==> config.mk <==
export PLATFORM = sky130hd
export DESIGN_NAME = khu_pad_io_cond
export DESIGN_NICKNAME = d
export VERILOG_FILES = /design/src/rtl/khu_pad_io_cond.sv
export SDC_FILE = /design/constraint.sdc
export NUM_CORES = 1
export LEC_CHECK = 0
export BUFFER_PORTS_ARGS = -buffer_cell sky130_fd_sc_hd__buf_2
export CORE_UTILIZATION = 54
export DETAILED_ROUTE_END_ITERATION = 8
export GPL_TIMING_DRIVEN = 0
export PLACE_DENSITY = 0.77
export SYNTH_ARGS = -nofsm -noshare
export SYNTH_HDL_FRONTEND = slang
export SYNTH_SLANG_ARGS = --single-unit
==> constraint.sdc <==
create_clock -name i_CLK -period 1.5 [get_ports i_CLK]
set_clock_uncertainty 0.2 [all_clocks]
set_input_delay 0.15 -clock i_CLK [delete_from_list [all_inputs] [get_ports i_CLK]]
set_output_delay 0.15 -clock i_CLK [all_outputs]
set_load 0.01 [all_outputs]
==> src/rtl/khu_pad_io_cond.sv <==
// khu_pad_io_cond: pad-side conditioning between the pad ring and the sensor core.
// Provides a core reset synchroniser, synchronised/glitch-filtered input channels
// with edge pulses, and open-drain channels with registered enables, filtered
// readback and a sticky contention detector.
module khu_pad_io_cond #(
  parameter int              N_IN        = 4,
  parameter int              N_OD        = 2,
  parameter int              SYNC_STAGES = 2,
  parameter int              FILT_LEN    = 3,
  parameter int              CONT_LEN    = 8,
  parameter logic [N_IN-1:0] IN_RST_VAL  = '1
) (
  input  logic            i_CLK,
  input  logic            i_RSTN,
  output logic            o_RSTN_SYNC,
  input  logic [N_IN-1:0] i_pad_in,
  output logic [N_IN-1:0] o_in,
  output logic [N_IN-1:0] o_rise,
  output logic [N_IN-1:0] o_fall,
  input  logic [N_OD-1:0] i_od_drive_low,
  output logic [N_OD-1:0] o_od_tn,
  input  logic [N_OD-1:0] i_od_pad_y,
  output logic [N_OD-1:0] o_od_in,
  output logic [N_OD-1:0] o_od_contention,
  input  logic            i_clr_fault
);

  localparam int FW = $clog2(FILT_LEN + 1);
  localparam int CW = $clog2(CONT_LEN);
  localparam logic [FW-1:0] FILT_LAST = FW'(FILT_LEN - 1);
  localparam logic [CW-1:0] CONT_LAST = CW'(CONT_LEN - 1);

  logic [SYNC_STAGES-1:0] r_rstSync;

  logic [N_IN-1:0] r_inSync [SYNC_STAGES];
  logic [FW-1:0]   r_inCnt  [N_IN];
  logic [N_IN-1:0] r_in;
  logic [N_IN-1:0] r_rise;
  logic [N_IN-1:0] r_fall;
  logic [N_IN-1:0] w_inS;
  logic [N_IN-1:0] w_inAccept;

  logic [N_OD-1:0] r_odTn;
  logic [N_OD-1:0] r_tnDly  [SYNC_STAGES];
  logic [N_OD-1:0] r_odSync [SYNC_STAGES];
  logic [FW-1:0]   r_odCnt  [N_OD];
  logic [N_OD-1:0] r_odIn;
  logic [N_OD-1:0] w_odS;
  logic [N_OD-1:0] w_odAccept;
  logic [N_OD-1:0] w_tnAligned;
  logic [N_OD-1:0] w_contCond;
  logic [N_OD-1:0] w_contSet;
  logic [CW-1:0]   r_contCnt [N_OD];
  logic [N_OD-1:0] r_contFlag;

  // Core reset: asserts with i_RSTN, releases after the chain fills with 1s.
  always_ff @(posedge i_CLK or negedge i_RSTN) begin
    if (!i_RSTN) r_rstSync <= '0;
    else         r_rstSync <= {r_rstSync[SYNC_STAGES-2:0], 1'b1};
  end

  assign o_RSTN_SYNC = r_rstSync[SYNC_STAGES-1];

  // Input synchroniser chains, preloaded with each channel's idle level.
  always_ff @(posedge i_CLK or negedge i_RSTN) begin
    if (!i_RSTN) begin
      for (int i = 0; i < SYNC_STAGES; i++) r_inSync[i] <= IN_RST_VAL;
    end else begin
      r_inSync[0] <= i_pad_in;
      for (int i = 1; i < SYNC_STAGES; i++) r_inSync[i] <= r_inSync[i-1];
    end
  end

  assign w_inS = r_inSync[SYNC_STAGES-1];

  // A new input level is accepted on the FILT_LEN-th consecutive disagreeing cycle.
  always_comb begin
    w_inAccept = '0;
    for (int b = 0; b < N_IN; b++)
      w_inAccept[b] = (w_inS[b] != r_in[b]) && (r_inCnt[b] == FILT_LAST);
  end

  // Input filter counters, filtered level and one-cycle edge pulses.
  always_ff @(posedge i_CLK or negedge i_RSTN) begin
    if (!i_RSTN) begin
      for (int b = 0; b < N_IN; b++) r_inCnt[b] <= '0;
      r_in   <= IN_RST_VAL;
      r_rise <= '0;
      r_fall <= '0;
    end else begin
      for (int b = 0; b < N_IN; b++) begin
        if ((w_inS[b] == r_in[b]) || w_inAccept[b]) r_inCnt[b] <= '0;
        else                                        r_inCnt[b] <= r_inCnt[b] + 1'b1;
      end
      r_in   <= (r_in & ~w_inAccept) | (w_inS & w_inAccept);
      r_rise <= w_inAccept & w_inS;
      r_fall <= w_inAccept & ~w_inS;
    end
  end

  assign o_in   = r_in;
  assign o_rise = r_rise;
  assign o_fall = r_fall;

  // Registered active-low pad driver enable; drivers are off in reset.
  always_ff @(posedge i_CLK or negedge i_RSTN) begin
    if (!i_RSTN) r_odTn <= '1;
    else         r_odTn <= ~i_od_drive_low;
  end

  assign o_od_tn = r_odTn;

  // Readback synchronisers plus a matching delay of the enable, so the contention
  // check compares drive and readback that belong to the same moment on the wire.
  always_ff @(posedge i_CLK or negedge i_RSTN) begin
    if (!i_RSTN) begin
      for (int i = 0; i < SYNC_STAGES; i++) begin
        r_odSync[i] <= '1;
        r_tnDly[i]  <= '1;
      end
    end else begin
      r_odSync[0] <= i_od_pad_y;
      r_tnDly[0]  <= r_odTn;
      for (int i = 1; i < SYNC_STAGES; i++) begin
        r_odSync[i] <= r_odSync[i-1];
        r_tnDly[i]  <= r_tnDly[i-1];
      end
    end
  end

  assign w_odS       = r_odSync[SYNC_STAGES-1];
  assign w_tnAligned = r_tnDly[SYNC_STAGES-1];

  // Readback acceptance plus the contention condition: driving low yet seeing high.
  always_comb begin
    w_odAccept = '0;
    w_contCond = '0;
    w_contSet  = '0;
    for (int b = 0; b < N_OD; b++) begin
      w_odAccept[b] = (w_odS[b] != r_odIn[b]) && (r_odCnt[b] == FILT_LAST);
      w_contCond[b] = ~w_tnAligned[b] & w_odS[b];
      w_contSet[b]  = w_contCond[b] && (r_contCnt[b] == CONT_LAST);
    end
  end

  // Readback filter counters and filtered readback level.
  always_ff @(posedge i_CLK or negedge i_RSTN) begin
    if (!i_RSTN) begin
      for (int b = 0; b < N_OD; b++) r_odCnt[b] <= '0;
      r_odIn <= '1;
    end else begin
      for (int b = 0; b < N_OD; b++) begin
        if ((w_odS[b] == r_odIn[b]) || w_odAccept[b]) r_odCnt[b] <= '0;
        else                                         r_odCnt[b] <= r_odCnt[b] + 1'b1;
      end
      r_odIn <= (r_odIn & ~w_odAccept) | (w_odS & w_odAccept);
    end
  end

  assign o_od_in = r_odIn;

  // Contention counters saturate; a pending set beats a simultaneous clear.
  always_ff @(posedge i_CLK or negedge i_RSTN) begin
    if (!i_RSTN) begin
      for (int b = 0; b < N_OD; b++) r_contCnt[b] <= '0;
      r_contFlag <= '0;
    end else begin
      for (int b = 0; b < N_OD; b++) begin
        if (!w_contCond[b])                r_contCnt[b] <= '0;
        else if (r_contCnt[b] != CONT_LAST) r_contCnt[b] <= r_contCnt[b] + 1'b1;
      end
      r_contFlag <= w_contSet | (r_contFlag & ~{N_OD{i_clr_fault}});
    end
  end

  assign o_od_contention = r_contFlag;

endmodule
==> flow_summary_export.csv <==
group,metric,value,unit
synth,syn_nets,151,
sta,final_max_slew_viol_count,0,
route,final_antenna_net_count,0,
critical_path,timing.rr.start,"r_contCnt[0]",
final_layout,drive_gt1_share,35.4,%
power_and_ir_drop,p_per_area,1450,mW/mm^2
global_routing,grt_pass1_vias,1070,
critical_path,path_max_fanout,5,
power_and_ir_drop,peakVddDrop,0.000887,V
global_routing,grt_usage,17.0,%
run,maxCapViolations,0,
sta,slew_headroom,54.2,%
power_and_ir_drop,power_frac_clock,18.1,%
critical_path,rr_worst_depth,4,
clocking,h-tree-depth,2,
sta,fin_tns_setup,0,ns
sta,worstMarginPinSlew,0.686,ns
sta,rsz0062_at_grt,"no",
critical_path,critPathCaptureType,"output pin",
global_routing,grt_max_degree,55,
sta,postLayoutSetupSlackWorst,0.0671,ns
critical_path,crit_buf_inv,1,
critical_path,crit_path_max_incr_delay,0.59,ns
place,preCtsSetupSlack,0.0831,ns
synth,syn_area_per_cell,14.6,sq um
sta,hold_violations,0,
clocking,ctsLongestPathBuffers,2,
critical_path,crit_chain,"buf_2",
route,via_per_inst,4.60,
route,wirelength,2580,um
final_layout,diodes,0,
critical_path,cpMaxStageDelayCell,"dfstp_2",
critical_path,cp-endpoint,"o_in[2]",
critical_path,cp_top_family,"flip-flops",
clocking,clock_sinks,54,
global_routing,antenna_found_initial,0,
final_layout,mostFrequentLayoutCells,"dfrtp_1, buf_2, dfstp_2",
final_layout,syn_to_final_growth,19.0,%
synth,synth_cell_types,17,
floorplan,dieArea,0.00376,sq mm
synth,ys_ff_latch,54,
sta,fin_crit,1.43,ns
floorplan,num_rows,21,
clocking,root_buffer,"clkbuf_4",
power_and_ir_drop,p_seq_share,59.2,%
route,via_count,1031,
final_layout,fin_util,67.2,%
route,drt_pass1_iterations,2,
power_and_ir_drop,power_leakage,1.10,nW
floorplan,start_util,56.5,%
power_and_ir_drop,p_switching,0.929,mW
place,portBuffers,29,
critical_path,crit_required,1.15,ns
worst_hold_path,min_path_type,"reg -> reg",
clocking,numCtsBuffers,5,
sta,max_freq,698,MHz
critical_path,cp.depth,1,
synth,yosys_warnings,0,
floorplan,die_h,61.3,um
sta,finalSetupViolations,0,
power_and_ir_drop,switching_share,28.3,%
critical_path,r2r_setup_slack,0.08,ns
place,dp_hpwl,1730,um
critical_path,worst_setup_path_start_kind,"flop",
power_and_ir_drop,pwr-share-comb,22.6,%
route,route.detailed.drc,0,
global_routing,overflow,0,
synth,netlist_instances,130,
synth,seq_area_frac_synth,72.7,%
final_layout,final_common_cell,"dfrtp_1",
route,wire_per_inst,11.5,um
floorplan,pin_count,30,
critical_path,regToRegEndpoint,"r_contCnt[1]",
synth,syn_area,0.00190,sq mm
clocking,insertion_delay,0.37,ns
clocking,cts_tree,"built",
floorplan,die_w,61.3,um
power_and_ir_drop,p_int,2.36,mW
final_layout,final_nets,198,
clocking,path_clk_slew,0.13,ns
route,drtIter0Drc,70,
run_status,status,"finished clean",
sta,period_share,95.5,%
place,gp_congestion,0.650,
critical_path,critical_path_class,"reg -> out",
floorplan,core-area,0.00336,sq mm
critical_path,arrival,1.08,ns
global_routing,grt_pass1_wl,4370,um
[layout make-up]
type | count | area [sq um]
inverter | 14 | 52.6
clock buffer | 8 | 48.8
fill | 277 | 1100
tap | 46 | 57.6
timing repair buffer | 40 | 255
multi-input combinational | 62 | 465
sequential | 54 | 1380
[power groups by stage]
stage,registers [mW],logic [mW],clock network [mW]
3_5_place_dp,1.98,0.713,0
4_1_cts,1.96,0.732,0.628
6_report,1.95,0.743,0.596
3_3_place_gp,1.96,0.663,0
2_1_floorplan,2.01,0.434,0
5_1_grt,1.99,0.849,0.678
[cells in the mapped netlist]
master,count,area (sq um)
dfrtp_1,30,751
dfstp_2,24,631
inv_1,14,52.6
nor3_1,12,60.1
ha_1,10,125
nor2_1,9,33.8
xnor2_1,6,52.6
mux2_2,4,45.0
mux2i_1,4,40.0
and3b_1,3,26.3
nand2_1,3,11.3
nand2b_1,2,12.5
nor3b_1,2,15.0
o21ai_0,2,10.0
o22ai_1,2,12.5
xor2_1,2,17.5
conb_1,1,3.75
[cell families after synthesis]
| logic type | share of synthesized area (%) |
|---|---|
| other | 0.197 |
| XOR/XNOR | 3.69 |
| flip-flops | 72.7 |
| AO/OA/AOI/OAI | 1.19 |
| adder cells (fa/ha/maj) | 6.59 |
| multiplexers | 4.48 |
| buffers and inverters | 2.77 |
| AND/OR/NAND/NOR | 8.37 |
[metal layers]
| layer | global-route usage (%) | up-vias | share of wire, % |
|---|---|---|---|
| met5 | 0 | - | 0 |
| li1 | - | 515 | - |
| met1 | 18.6 | 489 | 43 |
| met2 | 29.0 | 23 | 52 |
| met3 | 4.41 | 4 | 4.4 |
| met4 | 11.7 | 0 | 1.3 |
[stage by stage]
stage / hold WS (ns) / std cells / power (mW) / cell area (sq um)
2_1_floorplan: -0.346 / 130 / 2.44 / 1900
3_3_place_gp: 0.0554 / 205 / 2.62 / 2100
3_5_place_dp: 0.0565 / 205 / 2.70 / 2100
4_1_cts: 0.160 / 223 / 3.32 / 2250
5_1_grt: 0.170 / 224 / 3.51 / 2260
6_report: 0.164 / 224 / 3.29 / 2260
[worst min path at each step]
stage,cells past startpoint,slack [ns],start,end
after detailed placement,1,0.06,i_pad_in[0],r_inSync[4]
after CTS,0,0.16,r_tnDly[3],w_tnAligned[1]
after global placement,1,0.06,i_pad_in[2],r_inSync[6]
after floorplan,0,-0.35,i_RSTN,o_fall[0]
final,0,0.16,r_tnDly[3],w_tnAligned[1]
after global routing,0,0.17,r_inSync[7],w_inS[3]
[timing repair]
| action | in CTS | in global routing |
|---|---|---|
| hold buffers | 10 | 0 |
| setup buffers | 0 | 1 |
| setup endpoints to repair | 0 | 31 |
| hold endpoints to repair | 40 | 0 |
| resized for setup | 0 | 1 |
Power figures use the tool's default switching activity.
